### config.mk
export PLATFORM = sky130hd
export DESIGN_NAME = mhd_err_inj
export DESIGN_NICKNAME = d
export VERILOG_FILES = /design/src/rtl/mhd_err_inj.sv
export SDC_FILE = /design/constraint.sdc
export NUM_CORES = 1
export LEC_CHECK = 0
export CAP_MARGIN = 20
export CORE_ASPECT_RATIO = 1.75
export CORE_UTILIZATION = 55
export CTS_CLUSTER_DIAMETER = 80
export CTS_CLUSTER_SIZE = 16
export DETAILED_ROUTE_END_ITERATION = 10
export DONT_BUFFER_PORTS = 1
export GPL_ROUTABILITY_DRIVEN = 0
export PLACE_DENSITY = 0.72
export SLEW_MARGIN = 20
export SYNTH_ARGS = -nofsm -noshare
export SYNTH_HDL_FRONTEND = slang
export SYNTH_SLANG_ARGS = --single-unit
### constraint.sdc
create_clock -name clk -period 8 [get_ports clk]
set_input_delay 0.8 -clock clk [delete_from_list [all_inputs] [get_ports clk]]
set_output_delay 0.8 -clock clk [all_outputs]
set_load 0.005 [all_outputs]
### src/rtl/mhd_err_inj.sv
// Error injector: returns a copy of the input word with exactly min(k, WIDTH) bits flipped,
// with flip positions drawn from a 32-bit Galois LFSR.
module mhd_err_inj #(
    parameter int WIDTH = 129,
    parameter int CW    = 9,
    parameter int IW    = 8
) (
    input  logic             clk,
    input  logic             rst_n,
    input  logic             seed_load,
    input  logic [31:0]      seed,
    input  logic             in_valid,
    output logic             in_ready,
    input  logic [WIDTH-1:0] in_data,
    input  logic [CW-1:0]    in_k,
    output logic             out_valid,
    input  logic             out_ready,
    output logic [WIDTH-1:0] out_data,
    output logic [CW-1:0]    out_dist
);

    typedef enum logic [1:0] {IDLE, BUSY, OUT} state_t;

    localparam logic [CW-1:0] WIDTH_CW = CW'(WIDTH);
    localparam logic [31:0]   POLY     = 32'h8020_0003;

    state_t           state, state_nx;
    logic [31:0]      lfsr, lfsr_nx, lfsr_step;
    logic [WIDTH-1:0] a_q, a_nx, mask_q, mask_nx;
    logic [CW-1:0]    count_q, count_nx, keff_q, keff_nx, k_sat;
    logic [IW-1:0]    idx;
    logic             hit;

    always_comb begin
        k_sat     = (in_k > WIDTH_CW) ? WIDTH_CW : in_k;
        lfsr_step = {1'b0, lfsr[31:1]} ^ (lfsr[0] ? POLY : '0);
        idx       = lfsr_step[IW-1:0];
        // Out-of-range indices and already-flipped bits are simply skipped.
        hit       = (int'(idx) < WIDTH) && !mask_q[idx];
    end

    always_comb begin
        state_nx = state;
        lfsr_nx  = lfsr;
        a_nx     = a_q;
        mask_nx  = mask_q;
        count_nx = count_q;
        keff_nx  = keff_q;
        case (state)
            IDLE: begin
                if (seed_load)
                    lfsr_nx = (seed == '0) ? 32'h0000_0001 : seed;
                if (in_valid) begin
                    a_nx     = in_data;
                    keff_nx  = k_sat;
                    mask_nx  = '0;
                    count_nx = '0;
                    if (k_sat == '0) begin
                        state_nx = OUT;
                    end else if (k_sat == WIDTH_CW) begin
                        mask_nx  = '1;
                        count_nx = WIDTH_CW;
                        state_nx = OUT;
                    end else begin
                        state_nx = BUSY;
                    end
                end
            end
            BUSY: begin
                lfsr_nx = lfsr_step;
                if (hit) begin
                    mask_nx[idx] = 1'b1;
                    count_nx     = count_q + CW'(1);
                    if (count_q + CW'(1) == keff_q)
                        state_nx = OUT;
                end
            end
            OUT: begin
                if (out_ready)
                    state_nx = IDLE;
            end
            default: state_nx = IDLE;
        endcase
    end

    always_ff @(posedge clk or negedge rst_n) begin
        if (!rst_n) begin
            state   <= IDLE;
            lfsr    <= 32'h0000_0001;
            a_q     <= '0;
            mask_q  <= '0;
            count_q <= '0;
            keff_q  <= '0;
        end else begin
            state   <= state_nx;
            lfsr    <= lfsr_nx;
            a_q     <= a_nx;
            mask_q  <= mask_nx;
            count_q <= count_nx;
            keff_q  <= keff_nx;
        end
    end

    assign in_ready  = (state == IDLE);
    assign out_valid = (state == OUT);
    assign out_data  = a_q ^ mask_q;
    assign out_dist  = count_q;

endmodule
==> results of run 1 <==
==> cell families (layout without fill, tap and decap cells) <==
| family | after synthesis | count (layout) | synth area share |
|---|---|---|---|
| compound gates | 406 | 406 | 0.137 |
| fa+ha+maj | 1 | 1 | 0.000746 |
| buf+inv | 149 | 60 | 0.0397 |
| simple gates | 884 | 884 | 0.217 |
| mux | 68 | 68 | 0.0671 |
| flops | 310 | 310 | 0.462 |
| xor+xnor | 145 | 145 | 0.0766 |
==> worst max path at each step <==
stage / slack (ns) / depth (start not counted) / endpoint / startpoint
global placement: 3.82 / 10 / out_dist[4]$_DFFE_PN0P_ / lfsr[2]$_DFFE_PN0P_
global route: 3.33 / 10 / mask_q[61]$_DFFE_PN0P_ / lfsr[0]$_DFFE_PN1P_
floorplan: 5.00 / 10 / out_dist[2]$_DFFE_PN0P_ / lfsr[0]$_DFFE_PN1P_
finish: 3.60 / 10 / mask_q[109]$_DFFE_PN0P_ / lfsr[2]$_DFFE_PN0P_
CTS: 3.66 / 10 / mask_q[109]$_DFFE_PN0P_ / lfsr[2]$_DFFE_PN0P_
detailed placement: 3.69 / 10 / out_dist[6]$_DFFE_PN0P_ / lfsr[2]$_DFFE_PN0P_
==> final cells by class <==
cell class                      instances  area [µm²]  area share
Clock buffer                           32         609      0.0348
Clock inverter                          2        20.0     0.00114
Inverter                                7        26.3     0.00150
Tap cell                              387         484      0.0276
Sequential cell                       310        7760       0.443
Multi-Input combinational cell       1504        8400       0.479
Timing Repair Buffer                   19         235      0.0134
==> flip-flops by register name, summed over array words and instances, names as in the netlist <==
signal    flops
lfsr         32
out_dist      9
a_q         129
state         2
keff_q        9
mask_q      129
==> metrics by stage <==
stage / hold WS [ns] / setup slack, ns / cells
2_1_floorplan: 0.442 / 5.00 / 1963
6_report: 0.0747 / 3.60 / 2261
5_1_grt: 0.0573 / 3.33 / 2261
3_5_place_dp: 0.463 / 3.69 / 2223
4_1_cts: 0.0665 / 3.66 / 2258
3_3_place_gp: 0.456 / 3.82 / 2223
==> cell usage in the layout, fill, tap and decap left out, types with 3 or more instances in the layout <==
cell / count
o21ai_0: 145
mux2i_1: 27
mux4_2: 35
nor4_1: 13
mux2_2: 4
a21oi_1: 139
a2111oi_0: 6
nand2b_1: 9
buf_16: 4
xor2_1: 134
nor2_1: 163
buf_4: 14
a22o_1: 9
dfrtp_1: 307
nor3b_1: 3
xnor2_1: 9
nor3_1: 11
nand4_1: 8
and3_1: 5
or2_2: 4
a221oi_1: 3
nand2_1: 592
a31oi_1: 36
a211oi_1: 5
a211o_1: 3
inv_1: 7
a221o_1: 5
nand3_1: 15
o21ai_1: 24
a32oi_1: 4
nor2b_1: 13
nand3b_1: 3
a22oi_1: 7
and2_1: 34
clkbuf_1: 9
clkbuf_16: 23
==> metal layers <==
metal	vias up	wire length, µm
met2	589	23900
met3	143	3470
met1	6634	18600
met4	0	2910
met5	-	0
li1	6376	-
==> power by group through the flow <==
stage | sequential [W] | clock [W] | combinational, W
floorplan | 0.00271 | 0 | 0.00265
global placement | 0.00303 | 0 | 0.00315
detailed placement | 0.00306 | 0 | 0.00325
CTS | 0.00303 | 0.00112 | 0.00330
global route | 0.00312 | 0.00118 | 0.00366
finish | 0.00304 | 0.00110 | 0.00332
==> synthesized netlist by cell type (all sizes together), types with 3 or more instances <==
cell type,instances,area share
or2,4,0.0015
dfrtp,309,0.46
a221o,5,0.0030
a21oi,141,0.042
a211oi,6,0.0030
inv,7,0.0016
nor3b,4,0.0021
nor3,11,0.0033
clkbuf,111,0.025
nand3,15,0.0045
nor2b,13,0.0048
a31oi,36,0.013
nand3b,3,0.0013
a32oi,4,0.0021
o21ai,170,0.051
nand2b,10,0.0037
nor2,163,0.036
mux2i,27,0.016
and3,5,0.0019
buf,31,0.013
a22oi,7,0.0031
mux4,35,0.047
a2111oi,6,0.0031
a221oi,3,0.0016
nand4,8,0.0030
nor4,13,0.0048
nand2,593,0.13
a22o,9,0.0047
a211o,3,0.0016
mux2,6,0.0040
xor2,135,0.071
xnor2,10,0.0057
and2,35,0.013
==> repair_timing <==
item                                    CTS  global route
endpoints found under the hold margin   309             0
hold buffers                              1             0
endpoints found under the setup margin    0             0
==> out/results.ini, run 1 <==
[setup_path]
crit_chain = buf_4 -> xnor2_2 -> mux4_2 -> a32oi_1 -> nand4_1 -> nor3b_1 -> and3_1 -> a21oi_4 -> buf_4 -> o21ai_0
ff2ff_path_depth = 10
crit_family = XOR/XNOR gates
cpPeakStageDelay_ns = 0.93
path_buf_inv = 2
cp-end-kind = flip-flop
arrival_ns = 4.86
crit_path_max_fanout = 82
timing.rr.end = mask_q[109]$_DFFE_PN0P_
regToRegSetupSlack_ns = 3.60
r2r-start = lfsr[2]$_DFFE_PN0P_
cpMostUsedCell = buf_4
worstSetupStartpointType = flip-flop
slowest_stage = xnor2_2
path_class = reg -> reg
worst-endpoint-required_ns = 8.45

[placed_design]
place_hpwl_mm = 31.6
postPlaceCellArea_mm2 = 0.0168
numPortBuffers = 0

[cells_and_area]
drive_gt1_frac = 0.0544
final_cell_area_mm2 = 0.0175
n_antenna_cell = 0
fin_util = 0.583
final_nets = 2041
fill_cells = 2771
area_growth_pct = 4.50

[global_routing]
grt_use_met1 = 0.386
grt_max_degree = 310
grt_util_met2 = 0.513
antenna_found_initial = 0
grt_overflow = 0
grt_pass1_vias = 13471
grtUsageTotal = 0.313
grt.met3_usage = 0.0512
grt_pass1_wl_mm = 75.7
busiest_layer = met2

[detailed_routing]
drc = 0
post_drt_wl_per_cell_um = 21.6
vias = 13742
drtAntennaViolNets = 0
wl_mm = 48.9
first_iter_violations = 1170
routed_via_density = 6.08
firstDrtPassIters = 5

[timing]
drv_slew = 0
period_share = 0.550
hold_violations = 0
maxSlewHeadroom = 0.283
finalCriticalPeriod_ns = 4.40
setup_viol_count_final = 0
finClkSkew_ns = 0.0286
rsz0062_at_grt = no
max_freq_ghz = 0.227
tightest_slew_ns = 1.08
timing.setup.tns_ns = 0

[clock_network]
clockBufferDepth = 3
postCtsSetupRepairBufs = 0
cts_resized = 0
h-tree-depth = 1
cts_tree = built
clkLatencyLatePin_ns = 0.57
cts_buffers = 23
cts.sinks = 310
path_clk_slew_ns = 0.07
cts-root-buf = clkbuf_16

[synth]
async_flop_share = 1.00
yosysUniqueCellTypes = 65
syn_nets = 2139
ys_ff_latch = 310
ys_warn_count = 0
ys.flop_type = dfrtp_1
syn_inst = 1963
seq_area_frac_synth = 0.462
synth_edf_count = 0
netlist_area_mm2 = 0.0168
avgSynthCellArea_um2 = 8.55

[pwr]
power_switching_w = 0.00346
clock_power_share = 0.148
powerDensity_mw_per_mm2 = 426
pwr-share-seq = 0.407
p_int_w = 0.00401
irDropWorstVdd_mv = 0.233
p_comb_frac = 0.445
switching_share = 0.463
p_total_w = 0.00747
leakage_nw = 7.87

[floorplan]
io_pins = 315
die_h_um = 233
die-area_mm2 = 0.0312
coreArea_mm2 = 0.0301
die_w_um = 134
num_rows = 84
start_util = 0.558

[hold_path]
hp-class = in -> async

[run]
maxCapViolCount = 0

[outcome]
status = complete, no violations

(Power assumes the default switching activity.)
==> run 2: changes to the inputs <==
Clock period 8 ns to 4.4 ns, I/O delays scaled along.
==> out/results.ini, run 2 (synthesis gave the netlist of run 1 again) <==
[outcome]
status = finished, violations left
violations = hold timing

[floorplan]
die_w_um = 134
die_h_um = 233
io_pins = 315
start_util = 0.558
coreArea_mm2 = 0.0301
die-area_mm2 = 0.0312
num_rows = 84

[pwr]
p_total_w = 0.0137
irDropWorstVdd_mv = 0.649
powerDensity_mw_per_mm2 = 743
leakage_nw = 8.26
p_comb_frac = 0.449
switching_share = 0.461
power_switching_w = 0.00632
p_int_w = 0.00738
clock_power_share = 0.146
pwr-share-seq = 0.405

[global_routing]
grt_overflow = 0
grt_pass1_vias = 14001
grtUsageTotal = 0.323
grt_max_degree = 311
antenna_found_initial = 0
grt_pass1_wl_mm = 78.1

[detailed_routing]
drc = 0
first_iter_violations = 1333
wl_mm = 50.8
vias = 14438
post_drt_wl_per_cell_um = 21.5
drtAntennaViolNets = 0
firstDrtPassIters = 5
routed_via_density = 6.12

[hold_path]
hp-class = in -> async

[setup_path]
worstSetupStartpointType = flip-flop
regToRegSetupSlack_ns = 0.64
crit_chain = buf_4 -> inv_1 -> a211o_1 -> and3_1 -> a221oi_1 -> a31oi_1 -> and3_1 -> a21oi_4 -> buf_12 -> o21ai_0
cp-end-kind = flip-flop
timing.rr.end = mask_q[107]$_DFFE_PN0P_
cpPeakStageDelay_ns = 0.61
worst-endpoint-required_ns = 4.79
cpMostUsedCell = and3_1
arrival_ns = 4.15
r2r-start = lfsr[0]$_DFFE_PN1P_
slowest_stage = dfstp_2
path_class = reg -> reg
crit_end = mask_q[107]$_DFFE_PN0P_
crit_path_max_fanout = 126
crit_start = lfsr[0]$_DFFE_PN1P_
ff2ff_path_depth = 10

[cells_and_area]
reg_top3 = a_q (129), mask_q (129), lfsr (32)
fin_util = 0.613
drive_gt1_frac = 0.0543
final_nets = 2139
n_antenna_cell = 0
fill_cells = 2634
area_growth_pct = 9.87
final_common_cell = nand2_1
mostFrequentLayoutCells = nand2_1, dfrtp_1, nor2_1

[clock_network]
h-tree-depth = 1
clockBufferDepth = 3
cts-root-buf = clkbuf_16
cts.sinks = 310
cts_buffers = 23
cts_tree = built
path_clk_slew_ns = 0.08
clkLatencyLatePin_ns = 0.56

[timing]
finClkSkew_ns = 0.0346
hold_violations = 309
setup_viol_count_final = 0
timing.setup.tns_ns = 0
timing.hold.ws_ns = -0.430
period_share = 0.855
max_freq_ghz = 0.266
tightest_slew_ns = 1.15
rsz0062_at_grt = no
maxSlewHeadroom = 0.235
finalCriticalPeriod_ns = 3.76
fin_ws_ns = 0.639
drv_slew = 0

[placed_design]
place_hpwl_mm = 33.1
place_ws_ns = 0.746
numPortBuffers = 0

[run]
maxCapViolCount = 0

run 2: how the worst min path moves through the flow:
stage / start / endpoint / slack [ns] / cells past startpoint
after floorplan: rst_n / a_q[0]$_DFFE_PN0P_ / 0.14 / 0
after global placement: rst_n / keff_q[2]$_DFFE_PN0P_ / 0.16 / 0
after detailed placement: rst_n / keff_q[2]$_DFFE_PN0P_ / 0.16 / 0
after CTS: rst_n / keff_q[3]$_DFFE_PN0P_ / -0.43 / 0
after global routing: rst_n / keff_q[1]$_DFFE_PN0P_ / -0.45 / 0
final: rst_n / keff_q[2]$_DFFE_PN0P_ / -0.43 / 0
run 2: area by class of cell:
cell class / instances / area (µm²) / area share
Multi-Input combinational cell: 1504 / 8400 / 0.455
Clock inverter: 2 / 20.0 / 0.00109
Sequential cell: 310 / 7760 / 0.421
Timing Repair Buffer: 117 / 1140 / 0.0616
Tap cell: 387 / 484 / 0.0263
Clock buffer: 32 / 609 / 0.0331
Inverter: 7 / 26.3 / 0.00143
run 2: per-layer routing:
metal | vias to the layer above | track usage | part of all wire
met5 | - | 0 | 0
met4 | 0 | 0.201 | 0.061
met3 | 163 | 0.0451 | 0.077
met2 | 748 | 0.533 | 0.49
met1 | 6963 | 0.399 | 0.37
li1 | 6564 | - | -
run 2: worst max-delay path, delay by kind of cell, from the launching register on:
kind / cells / cell delay, ns
and+or+nand+nor: 2 / 0.48
DFF: 1 / 0.61
AOI/OAI and AO/OA: 5 / 1.39
buffers and inverters: 3 / 1.00
run 2: stage by stage:
step	instance area, µm²	std cells
after floorplan	16800	1963
after global placement	16900	2232
after detailed placement	16900	2232
after CTS	18400	2357
after global routing	18400	2359
final	18400	2359
run 2: power by group through the flow:
| stage | Clock (W) | Sequential [W] | Combinational [W] |
|---|---|---|---|
| 3_5_place_dp | 0 | 0.00559 | 0.00598 |
| 5_1_grt | 0.00213 | 0.00569 | 0.00675 |
| 4_1_cts | 0.00204 | 0.00553 | 0.00608 |
| 2_1_floorplan | 0 | 0.00493 | 0.00483 |
| 6_report | 0.00200 | 0.00555 | 0.00615 |
| 3_3_place_gp | 0 | 0.00552 | 0.00580 |
run 2: repair_timing:
action / CTS / global route
setup buffers: 0 / 0
gates resized for setup: 0 / 0
hold buffers: 91 / 2
hold endpoints to repair: 401 / 312
==> run 3: changes to the inputs <==
Settings changed: PLACE_DENSITY 0.72 to 0.7.
==> out/results.ini, run 3 (synthesis gave the netlist of run 1 again) <==
[timing]
hold_violations = 309
tightest_slew_ns = 1.07
finClkSkew_ns = 0.0281
timing.setup.tns_ns = 0
timing.hold.ws_ns = -0.432
period_share = 0.878
rsz0062_at_grt = no
finalCriticalPeriod_ns = 3.86
drv_slew = 0
maxSlewHeadroom = 0.286
max_freq_ghz = 0.259
fin_ws_ns = 0.536
setup_viol_count_final = 0

[outcome]
status = finished, violations left
violations = hold timing

[floorplan]
io_pins = 315
die_h_um = 233
num_rows = 84
die-area_mm2 = 0.0312
die_w_um = 134
start_util = 0.558
coreArea_mm2 = 0.0301

[pwr]
irDropWorstVdd_mv = 0.416
leakage_nw = 8.34
powerDensity_mw_per_mm2 = 737

[placed_design]
numPortBuffers = 0
postPlaceCellArea_mm2 = 0.0169
place_ws_ns = 0.663
place_hpwl_mm = 33.1

[clock_network]
cts.sinks = 310
clockBufferDepth = 3
path_clk_slew_ns = 0.08
ctsHoldBuffers = 111
h-tree-depth = 1
cts_buffers = 23
cts-root-buf = clkbuf_16
clkLatencyLatePin_ns = 0.56
postCtsSetupRepairBufs = 0
cts_resized = 0
cts_tree = built

[setup_path]
timing.rr.end = mask_q[101]$_DFFE_PN0P_
path_class = reg -> reg
ff2ff_path_depth = 9
r2r-start = lfsr[2]$_DFFE_PN0P_
regToRegSetupSlack_ns = 0.54
worstSetupStartpointType = flip-flop
arrival_ns = 4.32
worst-endpoint-required_ns = 4.85
crit_path_max_fanout = 102
cp-end-kind = flip-flop

[detailed_routing]
wl_met3_mm = 3.77
wl_mm = 51.5
vias = 14502
wl_met2_mm = 25.3
wl_met1_mm = 19.2
topRoutingLayerUsed = met4
drtAntennaViolNets = 0
drc = 0
firstDrtPassIters = 7
post_drt_wl_per_cell_um = 21.7
routed_via_density = 6.10
first_iter_violations = 1118

[global_routing]
grt_pass1_vias = 14295
antenna_found_initial = 0
grt_overflow = 0
grtUsageTotal = 0.325
grt_pass1_wl_mm = 78.5
grt_max_degree = 311

[cells_and_area]
drive_gt1_frac = 0.0533
reg_top3 = a_q (129), mask_q (129), lfsr (32)
area_growth_pct = 11.0
final_cell_area_mm2 = 0.0186
final_nets = 2156
mostFrequentLayoutCells = nand2_1, dfrtp_1, nor2_1
final_common_cell = nand2_1
seqCellArea_mm2 = 0.00776
n_antenna_cell = 0
fill_cells = 2613
multi_input_area_mm2 = 0.00840

[run]
maxCapViolCount = 0

[hold_path]
hp-class = in -> async

-- run 3: changes by cell type in the layout (fill, tap and decap cells not counted), sizes merged --
| cell | delta |
|---|---|
| dlygate4sd3 | +18 |
| buf | -1 |
-- run 3: critical path: stages, from the launching register on --
cell     delay, ns
dfrtp_4       0.51
xnor2_2       0.82
mux4_2        0.61
a32oi_1       0.20
nand4_1       0.11
nor3b_1       0.39
and3_1        0.31
a21oi_4       0.16
buf_12        0.26
o21ai_0       0.27
-- run 3: layer usage --
metal,vias up,track usage
met3,186,0.0501
met2,699,0.551
met1,7009,0.388
met5,-,0
met4,0,0.196
li1,6608,-
-- run 3: layout make-up --
cell class              instances  share of cell area
clock inverters                 2             0.00107
clock buffers                  32              0.0327
flip-flops and latches        310               0.417
well taps                     387              0.0260
inverters                       7             0.00141
multi-input cells            1504               0.451
repair buffers                134              0.0716
-- run 3: worst max-delay path by stage --
stage | start | endpoint | slack (ns)
after floorplan | lfsr[0]$_DFFE_PN1P_ | out_dist[2]$_DFFE_PN0P_ | 1.40
after global placement | lfsr[0]$_DFFE_PN1P_ | mask_q[50]$_DFFE_PN0P_ | 0.82
after detailed placement | lfsr[0]$_DFFE_PN1P_ | mask_q[33]$_DFFE_PN0P_ | 0.66
after CTS | lfsr[2]$_DFFE_PN0P_ | mask_q[101]$_DFFE_PN0P_ | 0.63
after global routing | lfsr[2]$_DFFE_PN0P_ | mask_q[114]$_DFFE_PN0P_ | 0.40
final | lfsr[2]$_DFFE_PN0P_ | mask_q[101]$_DFFE_PN0P_ | 0.54
-- run 3: through the flow --
| stage | std cells | utilization | hold WS [ns] | power [W] |
|---|---|---|---|---|
| CTS | 2376 | 0.620 | -0.438 | 0.0137 |
| finish | 2376 | 0.620 | -0.432 | 0.0137 |
| detailed placement | 2231 | 0.562 | 0.157 | 0.0116 |
| global route | 2376 | 0.620 | -0.443 | 0.0146 |
| floorplan | 1963 | - | 0.144 | 0.00976 |
| global placement | 2231 | 0.562 | 0.156 | 0.0114 |
-- run 3: power by group --
| group | internal (W) | switching, W | total (W) |
|---|---|---|---|
| Clock | 0.000967 | 0.00105 | 0.00201 |
| Sequential | 0.00409 | 0.00140 | 0.00550 |
| Combinational | 0.00233 | 0.00389 | 0.00623 |
